`config.mk`:
```
export PLATFORM = sky130hd
export DESIGN_NAME = demux32_loader
export DESIGN_NICKNAME = d
export VERILOG_FILES = /design/src/rtl/demux32_loader.sv
export SDC_FILE = /design/constraint.sdc
export NUM_CORES = 2
export LEC_CHECK = 0
export CAP_MARGIN = 0
export CELL_PAD_IN_SITES_DETAIL_PLACEMENT = 1
export CELL_PAD_IN_SITES_GLOBAL_PLACEMENT = 1
export CORE_AREA = 8 8 412 414
export DETAILED_ROUTE_END_ITERATION = 10
export DIE_AREA = 0 0 420 422
export GPL_ROUTABILITY_DRIVEN = 1
export GPL_TIMING_DRIVEN = 0
export PLACE_DENSITY = 0.57
export SETUP_SLACK_MARGIN = 0.1
export SLEW_MARGIN = 10
export SYNTH_ARGS = -nofsm -noshare
export SYNTH_HDL_FRONTEND = slang
export SYNTH_SLANG_ARGS = --single-unit
```
`constraint.sdc`:
```
create_clock -name clk -period 5.1 [get_ports clk]
set_clock_uncertainty 0.2 [all_clocks]
set_input_delay 1.53 -clock clk [delete_from_list [all_inputs] [get_ports clk]]
set_output_delay 1.53 -clock clk [all_outputs]
set_load 0.01 [all_outputs]
```
`src/rtl/demux32_loader.sv`:
```
// Word-serial to 32-lane loader: word k of a block lands in lane k; the full bank
// is offered on out_data once 32 words are in. Optional DEMUX32_LOADER_BSWAP_EN byte-reverses words.
module demux32_loader #(
  parameter int DATA_WIDTH = 32
) (
  input  logic                     clk,
  input  logic                     rst_n,
  input  logic                     flush,
  input  logic                     in_valid,
  output logic                     in_ready,
  input  logic [DATA_WIDTH-1:0]    in_data,
  input  logic                     in_last,
  output logic                     out_valid,
  input  logic                     out_ready,
  output logic [32*DATA_WIDTH-1:0] out_data,
  output logic [4:0]               idx,
  output logic                     err
);

  typedef enum logic {FILL, FULL} state_e;

  state_e                          state_q, state_d;
  logic [4:0]                      idx_q, idx_d;
  logic                            err_q, err_d;
  logic                            accept;
  logic [DATA_WIDTH-1:0]           wdata;
  logic [31:0][DATA_WIDTH-1:0]     bank_q;

`ifdef DEMUX32_LOADER_BSWAP_EN
  localparam int NB = DATA_WIDTH / 8;
  for (genvar b = 0; b < NB; b++) begin : g_bswap
    assign wdata[b*8 +: 8] = in_data[(NB-1-b)*8 +: 8];
  end
`else
  assign wdata = in_data;
`endif

  // Handshake outputs come from the state register only.
  assign in_ready  = (state_q == FILL);
  assign out_valid = (state_q == FULL);
  assign accept    = in_valid && in_ready && !flush;
  assign idx       = idx_q;
  assign err       = err_q;
  assign out_data  = bank_q;

  always_comb begin
    state_d = state_q;
    idx_d   = idx_q;
    err_d   = err_q;
    if (flush) begin
      state_d = FILL;
      idx_d   = '0;
    end else begin
      case (state_q)
        FILL: if (accept) begin
          if (in_last != (idx_q == 5'd31)) err_d = 1'b1;
          if (idx_q == 5'd31) begin
            idx_d   = '0;
            state_d = FULL;
          end else begin
            idx_d = idx_q + 5'd1;
          end
        end
        FULL: if (out_ready) state_d = FILL;
        default: state_d = FILL;
      endcase
    end
  end

  always_ff @(posedge clk) begin
    if (!rst_n) begin
      state_q <= FILL;
      idx_q   <= '0;
      err_q   <= 1'b0;
    end else begin
      state_q <= state_d;
      idx_q   <= idx_d;
      err_q   <= err_d;
    end
  end

  // Lanes are never cleared between blocks; the next block overwrites them.
  for (genvar k = 0; k < 32; k++) begin : g_lane
    always_ff @(posedge clk) begin
      if (!rst_n)                          bank_q[k] <= '0;
      else if (accept && idx_q == 5'(k))   bank_q[k] <= wdata;
    end
  end

endmodule

```
==> results.cfg <==
[status]
status = completed

[power_and_ir_drop]
powerDensity_nw_per_um2 = 324
p_int_w = 0.0133
pwr-share-clk_pct = 50.1
vdd_drop_max_uv = 287
power_frac_seq_pct = 45.8
p_sw_share_pct = 24.4
power.leakage_nw = 20.3
p_comb_share_pct = 4.1
power_switching_w = 0.00431

[floorplan]
initial_core_util_pct = 22.7
num_rows = 149
die_width_um = 420
core-area_um2 = 163000
die_h_um = 422
die-area_um2 = 177000
pin_count = 1070

[synth]
synth-main-ff-cell = dfxtp_1
synth_seq_cells = 1031
synth_area_per_cell_um2 = 10.5
synth_top_area_share_pct = 55.7
ys_warn_count = 0
synth_area_leaders = dfxtp_1 56%, mux2i_1 26%, nand2_1 10%
postSynthCellCount = 3524
synth_nets = 3568
synth_edf_count = 0
synthDistinctLibCells = 36
synth_top_area_cell = dfxtp_1
yosysSeqAreaShare_pct = 55.7
async_reset_ff_share_pct = 0
synthesis.area_um2 = 37000

[sta]
drv_slew = 0
worst_slack_ns = 0.939
finalCritPeriodShare_pct = 81.6
finalHoldViolations = 0
setup_viol = 0
rsz0062_at_grt = false
tightest_slew_ns = 1.25
fin_hold_ws_ns = 0.254
timing.fmax_ghz = 0.240
slew_headroom_pct = 16.7
period_needed_ns = 4.16

[drt]
top_layer = met4
viasPerCell = 4.37
wl_met3_um = 13000
final_antenna_net_count = 0
dr.first_iter.drc_count = 1363
met2_length_um = 106000
first_pass_iters = 5
routed_wirelength_um = 210000
drc = 0
wl_per_cell_um = 30.0
m1WireLength_um = 81700
vias = 30700

[setup_path]
cp-end-kind = register
arrival_ns = 4.62
cp-start-kind = input pin
criticalPathCategory = in2reg
crit_fanout = 10
required_ns = 5.56

[final_layout]
area_growth_pct = 47.2
design_area_um2 = 54500
drive_gt1_share_pct = 6.47
nets = 4759
num-fill-cells = 18300

[cts]
cts_buffers = 119
clockBufferDepth = 3
cts_setup_buffers = 0
cts.clk_slew.worst_paths_ns = 0.06
cts_tree = done
cts.sinks = 1031
cts-root-buf = clkbuf_16
cts.repair.resized = 0
cts_htree_levels = 3
insertion_delay_ns = 0.77
ctsHoldBuffers = 0

[job]
drv_cap = 0

[grt]
grt_max_degree = 17
grt_pass1_vias = 32000
overflow = 0
grt_use_total_pct = 22.7
antenna_found_initial = 30
grt_pass1_wl_um = 280000

[hold_path]
hold_class = reg2reg

[placement]
place_ws_ns = -0.0780
post-dp-hpwl_um = 162000
postPlaceCellArea_um2 = 50500
io_buffers = 1068
place.gp.congestion = 0.833
==> state kept, by name, indices dropped and copies added, names as in the netlist <==
| signal | cells |
|---|---|
| out_data | 1024 |
| err | 1 |
| out_valid | 1 |
| idx | 5 |
==> cell usage in the layout (no fill, tap or decap), types with 3 or more instances in the layout <==
cell type / netlist / layout
clkdlybuf4s50_1: 0 / 1068
dfxtp_1: 1031 / 1031
nand2_1: 993 / 993
mux2i_1: 961 / 961
clkbuf_1: 229 / 256
clkbuf_16: 0 / 120
nand3_1: 73 / 73
o21ai_0: 65 / 65
buf_2: 58 / 58
clkbuf_8: 0 / 36
buf_12: 18 / 18
buf_4: 15 / 15
clkinv_2: 0 / 15
diode_2: 0 / 14
buf_6: 10 / 12
and3_1: 6 / 6
nor2_1: 7 / 6
nor2_8: 6 / 6
ha_1: 6 / 6
bufinv_16: 0 / 6
nor2_2: 4 / 5
inv_1: 4 / 4
nand3b_1: 4 / 4
nand4bb_1: 4 / 4
nor4bb_1: 3 / 3
buf_1: 3 / 3
nand3_2: 3 / 3
a21oi_1: 3 / 3
clkinv_8: 0 / 3
==> power groups by stage <==
stage | Clock, W | Combinational (W) | Sequential, W
after floorplan | 0 | 0.000272 | 0.00827
after global placement | 0 | 0.000759 | 0.00826
after detailed placement | 0 | 0.000761 | 0.00826
after CTS | 0.00907 | 0.000762 | 0.00808
after global routing | 0.00938 | 0.000767 | 0.00808
final | 0.00884 | 0.000730 | 0.00808
==> path summary, 6_finish.rpt <==
path,slack (ns),end,start,depth (start not counted)
setup / recovery,0.94,out_data[422],rst_n,6
hold / removal,0.25,out_data[953],out_data[953],2
setup reg to reg,1.67,out_data[489],idx[0],8
hold reg to reg,0.25,out_data[953],out_data[953],2
==> cell type report <==
class | count | area (µm²) | share of cell area, %
antenna | 14 | 35.0 | 0.0643
buffer | 333 | 1750 | 3.21
clock buffer | 184 | 3600 | 6.61
clock inverter | 30 | 377 | 0.691
inverter | 4 | 15.0 | 0.0275
multi-input combinational | 2156 | 14700 | 26.9
sequential | 1031 | 20600 | 37.9
tap | 2189 | 2740 | 5.02
timing repair buffer | 1070 | 10700 | 19.6
==> synth_stat cells, types with 7 or more instances <==
cell and count:
nor2_1 7, buf_6 10, o21ai_0 65, dfxtp_1 1031
clkbuf_1 229, mux2i_1 961, nand2_1 993, buf_4 15
nand3_1 73, buf_12 18, buf_2 58
==> worst max-delay path, stage by stage <==
cell and delay (ns):
clkbuf_1 0.28, clkbuf_1 0.73, clkbuf_1 0.98, clkbuf_1 0.70, nand2_1 0.14, mux2i_1 0.19
==> logic make-up after synthesis <==
kind of cell,count (synthesis),synth area share (%)
simple gates,1116,12.3
compound gates,70,0.963
buf+inv,337,4.76
xor+xnor,3,0.0709
flops,1031,55.7
fa+ha+maj,6,0.203
mux,961,26.0
==> layer usage <==
metal / track usage [%] / up-vias
met5: 0 / -
li1: - / 14000
met4: 9.13 / 0
met3: 5.72 / 289
met2: 40.5 / 873
met1: 25.7 / 15500
==> metrics by stage <==
stage | setup TNS (ns) | power [W] | std cells | util (%)
finish | 0 | 0.0177 | 7011 | 33.3
global route | 0 | 0.0182 | 7003 | 33.3
CTS | 0 | 0.0179 | 6997 | 33.3
detailed placement | -0.334 | 0.00902 | 6783 | 30.9
global placement | -2.16 | 0.00902 | 6781 | 30.9
floorplan | 0 | 0.00854 | 3524 | -
(Power assumes the default switching activity.)
